File: config.mk
export PLATFORM = sky130hd
export DESIGN_NAME = pipeline_ctrl
export DESIGN_NICKNAME = d
export VERILOG_FILES = /design/src/rtl/cpu_types_pkg.sv /design/src/rtl/sat_counter.sv /design/src/rtl/pipeline_ctrl.sv
export SDC_FILE = /design/constraint.sdc
export NUM_CORES = 1
export LEC_CHECK = 0
export BUFFER_PORTS_ARGS = -buffer_cell sky130_fd_sc_hd__buf_4
export CELL_PAD_IN_SITES_DETAIL_PLACEMENT = 1
export CELL_PAD_IN_SITES_GLOBAL_PLACEMENT = 2
export CORE_MARGIN = 2
export CORE_UTILIZATION = 32
export CTS_CLUSTER_DIAMETER = 60
export DETAILED_ROUTE_END_ITERATION = 16
export HOLD_SLACK_MARGIN = 0.06
export PLACE_DENSITY = 0.78
export SLEW_MARGIN = 10
export SYNTH_ARGS = -nofsm -noshare
export SYNTH_HDL_FRONTEND = slang
export SYNTH_HIERARCHICAL = 1
export SYNTH_SLANG_ARGS = --single-unit
File: constraint.sdc
create_clock -name CLK -period 2.89 [get_ports CLK]
set_clock_uncertainty 0.2 [all_clocks]
set_input_delay 0.289 -clock CLK [delete_from_list [all_inputs] [get_ports CLK]]
set_output_delay 0.289 -clock CLK [all_outputs]
set_load 0.01 [all_outputs]
File: src/rtl/cpu_types_pkg.sv
// rtl/cpu_types_pkg.sv - shared datapath types for the pipeline controller
package cpu_types_pkg;

    typedef enum logic [1:0] {
        RUN    = 2'd0,
        DWAIT  = 2'd1,
        HALTED = 2'd2
    } pctrl_state_t;

    typedef struct packed {
        logic pc_en;
        logic ifid_en;
        logic idex_en;
        logic exmem_en;
        logic memwb_en;
        logic ifid_flush;
        logic idex_flush;
        logic imem_ren;
    } pctrl_ctrl_t;

    localparam pctrl_ctrl_t PCTRL_ALL_OFF = '0;

    function automatic pctrl_ctrl_t pctrl_ctrl(input logic [4:0] en, input logic [1:0] fl,
                                               input logic ren);
        pctrl_ctrl_t c;
        {c.pc_en, c.ifid_en, c.idex_en, c.exmem_en, c.memwb_en} = en;
        {c.ifid_flush, c.idex_flush} = fl;
        c.imem_ren = ren;
        return c;
    endfunction

endpackage

File: src/rtl/sat_counter.sv
// rtl/sat_counter.sv - saturating event counter with synchronous clear
module sat_counter #(
    parameter int W = 16
) (
    input  logic         CLK,
    input  logic         clr,
    input  logic         inc,
    output logic [W-1:0] count
);

    always_ff @(posedge CLK) begin
        if (clr) begin
            count <= '0;
        end else if (inc && (count != '1)) begin
            count <= count + W'(1);
        end
    end

endmodule

File: src/rtl/pipeline_ctrl.sv
// rtl/pipeline_ctrl.sv - stall/flush controller for the five-stage pipeline
module pipeline_ctrl
    import cpu_types_pkg::*;
#(
    parameter int CNT_W   = 16,
    parameter int TIMEOUT = 255
) (
    input  logic             CLK,
    input  logic             RST,
    input  logic             hazard,
    input  logic             ihit,
    input  logic             dhit,
    input  logic             exmem_memop,
    input  logic             branch_taken,
    input  logic             memwb_halt,
    output logic             pc_en,
    output logic             ifid_en,
    output logic             idex_en,
    output logic             exmem_en,
    output logic             memwb_en,
    output logic             ifid_flush,
    output logic             idex_flush,
    output logic             imemREN,
    output logic             halted,
    output logic             mem_timeout,
    output logic [CNT_W-1:0] stall_cnt,
    output logic [CNT_W-1:0] flush_cnt
);

    localparam int WAIT_W = $clog2(TIMEOUT + 1);
    localparam logic [WAIT_W-1:0] WAIT_MAX = WAIT_W'(TIMEOUT);

    pctrl_state_t      state;
    logic [WAIT_W-1:0] wait_cnt;
    pctrl_ctrl_t       ctrl;
    logic              halt_case;
    logic              freeze;
    logic              redirect;
    logic              load_use;
    logic              fetch_miss;
    logic              stall_inc;
    logic              flush_inc;

    // Priority chain: each case is qualified by the absence of every higher one.
    always_comb begin
        halt_case  = (state == HALTED) || memwb_halt;
        freeze     = !halt_case && exmem_memop && !dhit;
        redirect   = !halt_case && !freeze && branch_taken;
        load_use   = !halt_case && !freeze && !branch_taken && hazard;
        fetch_miss = !halt_case && !freeze && !branch_taken && !hazard && !ihit;
        stall_inc  = freeze || load_use || fetch_miss;
        flush_inc  = redirect;
    end

    always_comb begin
        ctrl = PCTRL_ALL_OFF;
        if (RST) begin
            ctrl = pctrl_ctrl(5'b00000, 2'b11, 1'b0);
        end else if (halt_case || freeze) begin
            ctrl = PCTRL_ALL_OFF;
        end else begin
            if (redirect) begin
                ctrl = pctrl_ctrl(5'b11111, 2'b11, 1'b0);
            end else if (load_use) begin
                ctrl = pctrl_ctrl(5'b00111, 2'b01, 1'b0);
            end else if (fetch_miss) begin
                ctrl = pctrl_ctrl(5'b01111, 2'b10, 1'b0);
            end else begin
                ctrl = pctrl_ctrl(5'b11111, 2'b00, 1'b0);
            end
            // DWAIT only re-opens the fetch port once the data access completes.
            ctrl.imem_ren = (state == RUN) || dhit;
        end
    end

    always_comb begin
        pc_en      = ctrl.pc_en;
        ifid_en    = ctrl.ifid_en;
        idex_en    = ctrl.idex_en;
        exmem_en   = ctrl.exmem_en;
        memwb_en   = ctrl.memwb_en;
        ifid_flush = ctrl.ifid_flush;
        idex_flush = ctrl.idex_flush;
        imemREN    = ctrl.imem_ren;
        halted     = !RST && halt_case;
    end

    always_ff @(posedge CLK) begin
        if (RST) begin
            state       <= RUN;
            wait_cnt    <= '0;
            mem_timeout <= 1'b0;
        end else begin
            case (state)
                RUN: begin
                    if (memwb_halt) begin
                        state <= HALTED;
                    end else if (exmem_memop && !dhit) begin
                        state    <= DWAIT;
                        wait_cnt <= '0;
                    end
                end
                DWAIT: begin
                    if (memwb_halt) begin
                        state <= HALTED;
                    end else if (dhit) begin
                        state <= RUN;
                    end else if (wait_cnt != WAIT_MAX) begin
                        wait_cnt <= wait_cnt + WAIT_W'(1);
                        if ((wait_cnt + WAIT_W'(1)) == WAIT_MAX) begin
                            mem_timeout <= 1'b1;
                        end
                    end
                end
                default: state <= HALTED;
            endcase
        end
    end

    sat_counter #(.W(CNT_W)) u_stall_cnt (
        .CLK   (CLK),
        .clr   (RST),
        .inc   (stall_inc),
        .count (stall_cnt)
    );

    sat_counter #(.W(CNT_W)) u_flush_cnt (
        .CLK   (CLK),
        .clr   (RST),
        .inc   (flush_inc),
        .count (flush_cnt)
    );

endmodule

==> summary.txt, run 1 <==
Synthesis
  – Sequential fraction of the synthesis area: between 30 and 40%
  – Post-Synthesis Cell Area: around 2500 um2
  – Synthesized netlist net count: 318
  – Post-synth EDFFs: 0
  – Post-synth top flop: dfxtp_1
  – Number of synthesized register bits: 43
  – Share of flip-flops with an asynchronous set or reset after synthesis: 0%
  – Average footprint of a synthesized cell: just over 8 um2
  – Count of synthesis-stage warnings from yosys: 6
  – Cell variety after synth: 49
  – Number of instances in the synthesized netlist: 306

Layout
  – Area taken by flip-flops and latches: approximately 860 um2
  – Ratio of cells with drive above 1 in the final layout: 21.49%
  – Number of nets at the end of the flow: roughly 360
  – Area growth from synthesis to layout: 20.28%
  – Number of antenna diodes: 0
  – Area used by multi-input combinational logic: ~1500 um2
  – Summed area of non-filler cells in the final layout: just over 3000 um2
  – Most common cell after layout, fill and taps aside: buf_4
  – Number of cells in the finished layout apart from fillers: around 450
  – Number of fillers in the final layout: roughly 940
  – Top library cells by usage in the layout, fill and taps aside: 51 x buf_4, 43 x dfxtp_1, 27 x nor2_1

Timing
  – Post-route fraction of the period consumed by the critical path: 83.55%
  – Pins Over Slew Limit: 0
  – Final Hold Vio Count: 0
  – Slew HR: a little over 40%
  – Fin worst setup slack: ~480 ps
  – Slew @ Worst Pin: 882.6 ps
  – Time the final worst path needs with I/O delays and setup: 2415 ps
  – Final setup vio count: 0
  – Setup repair after global routing missed its margin: false
  – Summed negative setup slack over all endpoints: 0 ps
  – Highest Clock Rate: roughly 410 MHz

Critical path
  – Crit start category: register
  – Critical path endpoint category: register
  – Crit Path Class: reg2reg
  – Critical R2R Launch: state[0]$_SDFFE_PP0P_
  – Crit-path slowest cell: dfxtp_1
  – Top Family by Delay on Critical Path: simple AND/OR/NAND/NOR gates
  – Required time at the worst-slack endpoint: ~2900 ps
  – Terminus of the critical flop-to-flop path: u_flush_cnt/count[11]$_SDFFE_PP0P_
  – R2r worst-path depth: 6
  – CP Data Arrival Time: ~2400 ps
  – Register-to-register path setup slack: 480 ps
  – Worst-path fanout max: 11
  – Critical-path cell list: inv_1 > a211o_1 > nor2_1 > nand2_1 > nor4bb_1 > mux2_2
  – Buffers and inverters on the worst path: 1
  – Delay of the slowest cell on the worst path: around 480 ps
  – Crit path launch: state[0]$_SDFFE_PP0P_

Power and ir drop
  – Clk network pwr share: roughly 38%
  – Sw Share: roughly 25%
  – Internal power component: roughly 810 uW
  – Part of the power in registers: 55.3%
  – Relative contribution of combinational cells to total power: between 7 and 8%
  – Leakage component of the power: approximately 1.1 nW
  – Pwr/cell area: between 300 and 400 nW/um2
  – Power spent charging and discharging nets: roughly 270 uW
  – Maximum vdd ir drop: around 0.13 mV

Run status
  – Status: completed

Die
  – Initial standard-cell utilization of the core: 32.90%
  – Area of the die: slightly below 9000 um2
  – Row count: 32
  – Die H: 93.14 um
  – Floorplan core area: approximately 7700 um2
  – Die boundary width: between 90 and 100 um
  – Io pins: 50

Clocking
  – Total clock buffers created by CTS: 5
  – Clock insertion delay at the later pin of the skew report: 300 ps
  – Master cell of the clock root buffer: clkbuf_8
  – Quantity of hold-fixing buffers added after cts: 0
  – Clock tree from TritonCTS: yes
  – Maximum buffer depth of the clock tree: 2
  – Maximum level of the CTS H-tree: 2
  – Count of clock tree sinks: 43
  – Number of instances resized during post-cts repair: 0
  – Clock-pin slew reported for the worst setup and hold paths after clock tree synthesis: ~90 ps
  – Number of post-CTS setup repair buffers: 0

Route
  – Routed Antenna Nets: 0
  – Total number of vias: about 2500
  – Starting DRT DRC Count: 101
  – Remaining DRCs: 0
  – Post-Route WL: approximately 7000 um
  – Drt wl/cell: between 15 and 20 um
  – Number of iterations in the first detailed-routing pass: 4
  – Via-to-Cell Ratio: 5.545

Worst hold path
  – Hold worst-path end: state[1]$_SDFFE_PP0P_
  – Number of cells on the worst hold path: 3
  – Tightest Hold Check Type: in2reg
  – Launch instance of the worst min-delay path: memwb_halt

Global routing
  – Antenna violations before repair: 0
  – Overflow after GRT: 0
  – GRT Overall Usage: between 15 and 20%
  – Largest net degree at the start of global routing: 47
  – Vias in the first global route: ~2500
  – First-pass GRT wire length: 12280 um

Run
  – Number of max-cap violations: 0

Place
  – Post-Place Setup Slack: roughly 470 ps
  – Post-DP HPWL: between 5000 and 6000 um
  – Area of placed instances: about 3000 um2
  – Dpl cells: ~440
  – Routability congestion estimate: ~0.74
  – Buffers added on ports: around 50
power groups by stage:
stage | logic [mW] | clock network (mW) | registers [mW]
6_report | 0.0775 | 0.409 | 0.603
5_1_grt | 0.0854 | 0.447 | 0.604
4_1_cts | 0.0786 | 0.420 | 0.603
3_5_place_dp | 0.0782 | 0 | 0.617
3_3_place_gp | 0.0773 | 0 | 0.616
2_1_floorplan | 0.0411 | 0 | 0.616
flip-flops by register name, indices dropped and copies added (netlist names):
signal and flops:
u_flush_cnt/count 16, u_stall_cnt/count 16, wait_cnt 8, state 2, mem_timeout 1
final cells by class:
cell class | instances | share of cell area, %
multi-input cells | 233 | 50.45
clock buffers | 6 | 2.700
repair buffers | 51 | 12.52
flip-flops and latches | 43 | 28.15
well taps | 102 | 4.173
inverters | 15 | 1.841
clock inverters | 1 | 0.1637
cells in the mapped netlist, types with 3 or more instances:
cell | count | area share [%]
a21oi_1 | 24 | 4.7
a31oi_1 | 4 | 0.98
and3_1 | 3 | 0.74
and4_1 | 6 | 2.1
buf_2 | 3 | 0.59
buf_4 | 4 | 1.2
clkbuf_1 | 5 | 0.74
dfxtp_1 | 43 | 34
ha_1 | 4 | 2.0
inv_1 | 15 | 2.2
mux2i_1 | 4 | 1.6
nand2_1 | 16 | 2.4
nand3_1 | 17 | 3.3
nand4_1 | 9 | 2.2
nor2_1 | 27 | 4.0
nor2b_1 | 7 | 1.7
nor3_1 | 11 | 2.2
nor4_1 | 4 | 0.98
nor4_4 | 3 | 2.5
o21a_1 | 5 | 1.5
o21ai_0 | 14 | 2.8
o311ai_0 | 4 | 1.4
o31ai_1 | 15 | 4.4
o41ai_1 | 3 | 1.0
or3_1 | 6 | 1.5
or4_1 | 14 | 4.1
xnor2_1 | 5 | 1.7
per-stage QoR:
step	total power, mW	hold slack (ps)	util [%]
3_3_place_gp	0.6936	243.3	38.44
3_5_place_dp	0.6947	271.9	38.44
4_1_cts	1.102	61.97	39.57
5_1_grt	1.136	76.00	39.57
2_1_floorplan	0.6568	204.8	-
6_report	1.089	64.08	39.57
worst max path at each step:
stage	end	slack [ps]	depth (start not counted)
final	u_flush_cnt/count[11]$_SDFFE_PP0P_	480	6
after global routing	u_flush_cnt/count[11]$_SDFFE_PP0P_	240	6
after CTS	u_flush_cnt/count[11]$_SDFFE_PP0P_	470	6
after detailed placement	u_flush_cnt/count[11]$_SDFFE_PP0P_	470	6
after global placement	u_flush_cnt/count[11]$_SDFFE_PP0P_	600	6
after floorplan	u_flush_cnt/count[7]$_SDFFE_PP0P_	670	7
metal layers:
| metal | routed length, um | vias up | global-route usage (%) |
|---|---|---|---|
| met1 | 3572 | 1221 | 23.62 |
| met3 | 192 | 5 | 2.337 |
| met4 | 69 | 0 | 5.392 |
| li1 | - | 1248 | - |
| met5 | 0 | - | 0 |
| met2 | 3352 | 27 | 28.62 |
cell families after synthesis:
kind of cell | Yosys count | share of synthesized area [%]
compound gates | 79 | 20.18
xor+xnor | 5 | 1.722
fa+ha+maj | 4 | 1.969
buf+inv | 30 | 5.462
flops | 43 | 33.86
mux | 6 | 2.461
simple gates | 139 | 34.35
worst min-delay path: cells and delay by family:
kind / cells / cell delay, ps
and+or+nand+nor: 2 / 120
buffers and inverters: 1 / 120
No activity file was read; power rests on OpenSTA's default activity.
==> run 2: changes to the inputs <==
--- a/config.mk
+++ b/config.mk
@@ -9,11 +9,11 @@
 export CELL_PAD_IN_SITES_DETAIL_PLACEMENT = 1
 export CELL_PAD_IN_SITES_GLOBAL_PLACEMENT = 2
 export CORE_MARGIN = 2
-export CORE_UTILIZATION = 32
+export CORE_UTILIZATION = 29
 export CTS_CLUSTER_DIAMETER = 60
 export DETAILED_ROUTE_END_ITERATION = 16
 export HOLD_SLACK_MARGIN = 0.06
-export PLACE_DENSITY = 0.78
+export PLACE_DENSITY = 0.74
 export SLEW_MARGIN = 10
 export SYNTH_ARGS = -nofsm -noshare
 export SYNTH_HDL_FRONTEND = slang
==> constraint.sdc (replaced) <==
create_clock -name CLK -period 2.1 [get_ports CLK]
set_clock_uncertainty 0.2 [all_clocks]
set_input_delay 0.21 -clock CLK [delete_from_list [all_inputs] [get_ports CLK]]
set_output_delay 0.21 -clock CLK [all_outputs]
set_load 0.01 [all_outputs]
==> summary.txt, run 2 (same netlist as run 1, synthesis figures left out) <==
Run status
  – Status: completed

Critical path
  – R2r worst-path depth: 7 (+1)
  – Crit Path Class: reg2reg
  – Critical path endpoint category: register
  – Register-to-register path setup slack: 80 ps (-390 ps)
  – Terminus of the critical flop-to-flop path: u_flush_cnt/count[9]$_SDFFE_PP0P_
  – Required time at the worst-slack endpoint: 2130 ps (-760 ps)
  – Crit start category: register
  – Critical R2R Launch: state[0]$_SDFFE_PP0P_
  – Worst-path fanout max: 5 (-6)
  – CP Data Arrival Time: 2050 ps (-360 ps)

Route
  – Post-Route WL: 7856 um (+9.3%)
  – Starting DRT DRC Count: 55 (-46%)
  – Via-to-Cell Ratio: 5.437 (-1.9%)
  – Drt wl/cell: 16.13 um (+1.2%)
  – Total number of vias: 2648 (+5.9%)
  – Routed Antenna Nets: 0 (unchanged)
  – Number of iterations in the first detailed-routing pass: 4 (unchanged)
  – Remaining DRCs: 0 (unchanged)

Power and ir drop
  – Leakage component of the power: 1.262 nW (+17%)
  – Power after layout: 1.745 mW (+60%)
  – Pwr/cell area: 510.2 nW/um2 (+43%)
  – Maximum vdd ir drop: 0.3815 mV (+200%)

Die
  – Die H: 97.63 um (+4.8%)
  – Io pins: 50 (unchanged)
  – Initial standard-cell utilization of the core: 29.59% (-3.3 points)
  – Die boundary width: 97.63 um (+4.8%)
  – Floorplan core area: 8593 um2 (+11%)
  – Row count: 34 (+6.3%)
  – Area of the die: 9532 um2 (+9.9%)

Layout
  – Most common cell after layout, fill and taps aside: buf_4
  – Number of antenna diodes: 0 (unchanged)
  – Top library cells by usage in the layout, fill and taps aside: 76 x buf_4, 41 x dfxtp_1, 25 x nor2_1
  – Summed area of non-filler cells in the final layout: 3421 um2 (+12%)
  – Number of nets at the end of the flow: 390 (+8.0%)
  – Ratio of cells with drive above 1 in the final layout: 32.72% (+11 points)
  – Registers with the most flip-flops: u_flush_cnt/count: 16 flops, u_stall_cnt/count: 16 flops, wait_cnt: 8 flops
  – Area growth from synthesis to layout: 34.55%

Clocking
  – Clock insertion delay at the later pin of the skew report: 300 ps (about the same)
  – Total clock buffers created by CTS: 5 (unchanged)
  – Master cell of the clock root buffer: clkbuf_8
  – Clock tree from TritonCTS: yes
  – Maximum level of the CTS H-tree: 2 (unchanged)
  – Clock-pin slew reported for the worst setup and hold paths after clock tree synthesis: 90 ps (about the same)
  – Count of clock tree sinks: 43 (unchanged)
  – Maximum buffer depth of the clock tree: 2 (unchanged)
  – Number of post-CTS setup repair buffers: 0 (unchanged)

Timing
  – Post-route fraction of the period consumed by the critical path: 96.04% (+12 points)
  – Fin worst setup slack: 83.10 ps (-392.4 ps)
  – Highest Clock Rate: 495.8 MHz (+20%)
  – Slew @ Worst Pin: 509.0 ps (-373.6 ps)
  – Worst hold-check slack: 69.94 ps (+5.860 ps)
  – Pins Over Slew Limit: 0 (unchanged)
  – Slew HR: 65.84% (+25 points)
  – Final setup vio count: 0 (unchanged)
  – Time the final worst path needs with I/O delays and setup: 2017 ps (-397.6 ps)
  – Final Hold Vio Count: 0 (unchanged)

Worst hold path
  – Launch instance of the worst min-delay path: dhit
  – Tightest Hold Check Type: in2reg
  – Number of cells on the worst hold path: 4 (+1)
  – Hold worst-path end: mem_timeout$_SDFFE_PP0P_

Global routing
  – First-pass GRT wire length: 13440 um (+9.4%)
  – Largest net degree at the start of global routing: 25 (-47%)
  – Overflow after GRT: 0 (unchanged)
  – Antenna violations before repair: 0 (unchanged)
  – Vias in the first global route: 2683 (+6.1%)
  – GRT Overall Usage: 16.83% (-0.55 points)

Run
  – Number of max-cap violations: 0 (unchanged)

Place
  – Post-Place Setup Slack: 44.90 ps (-428.2 ps)
  – Area of placed instances: 3188 um2 (+7.3%)
  – Post-DP HPWL: 5797 um (+12%)
  – Routability congestion estimate: 0.8046 (+8.4%)
  – Buffers added on ports: 49 (unchanged)
run 2: layout make-up:
class                           instances  area, um2
Timing Repair Buffer                   80      608.1
Inverter                               15      56.30
Sequential cell                        43      863.3
Fill cell                            1035       5172
Multi-Input combinational cell        233       1622
Clock buffer                            5      68.82
Tap cell                              108      135.1
Clock inverter                          3      67.56
run 2: worst max path at each step:
| stage | startpoint | endpoint | slack [ps] | cells after the start |
|---|---|---|---|---|
| 2_1_floorplan | state[0]$_SDFFE_PP0P_ | u_flush_cnt/count[7]$_SDFFE_PP0P_ | 10 | 7 |
| 3_3_place_gp | exmem_memop | u_flush_cnt/count[7]$_SDFFE_PP0P_ | 100 | 8 |
| 3_5_place_dp | exmem_memop | u_flush_cnt/count[15]$_SDFFE_PP0P_ | 40 | 8 |
| 4_1_cts | state[1]$_SDFFE_PP0P_ | imemREN | 10 | 5 |
| 5_1_grt | state[0]$_SDFFE_PP0P_ | u_flush_cnt/count[5]$_SDFFE_PP0P_ | -20 | 7 |
| 6_report | state[0]$_SDFFE_PP0P_ | u_flush_cnt/count[9]$_SDFFE_PP0P_ | 80 | 7 |
run 2: critical path, stage by stage (launching register included):
cell     delay (ps)
dfxtp_2         340
inv_2            40
a211o_1         330
nor2_4          180
nand2_2         100
buf_6           140
or4_1           490
a21oi_2         130
run 2: through the flow:
step / instances / util (%) / TNS, ps
5_1_grt: 487 / 39.81 / -17.92
3_3_place_gp: 477 / 37.10 / 0
4_1_cts: 486 / 38.86 / 0
2_1_floorplan: 306 / - / 0
6_report: 487 / 39.81 / 0
3_5_place_dp: 477 / 37.10 / 0
run 2: repair_timing:
item	CTS	global route
endpoints found under the hold margin	1	0
gates cloned	0	1
hold buffers	1	0
endpoints found under the setup margin	1	11
gates resized for setup	1	22
pin swaps	0	10
run 2: power breakdown:
group          switching (mW)  internal (mW)
sequential            0.00604          0.820
clock                   0.314          0.475
combinational          0.0752         0.0548
run 2: metal layers:
layer / global-route usage (%) / routed length, um
met2: 29.76 / 3926
met5: 0 / 0
met4: 3.953 / 62
met3: 2.662 / 217
met1: 21.41 / 3650
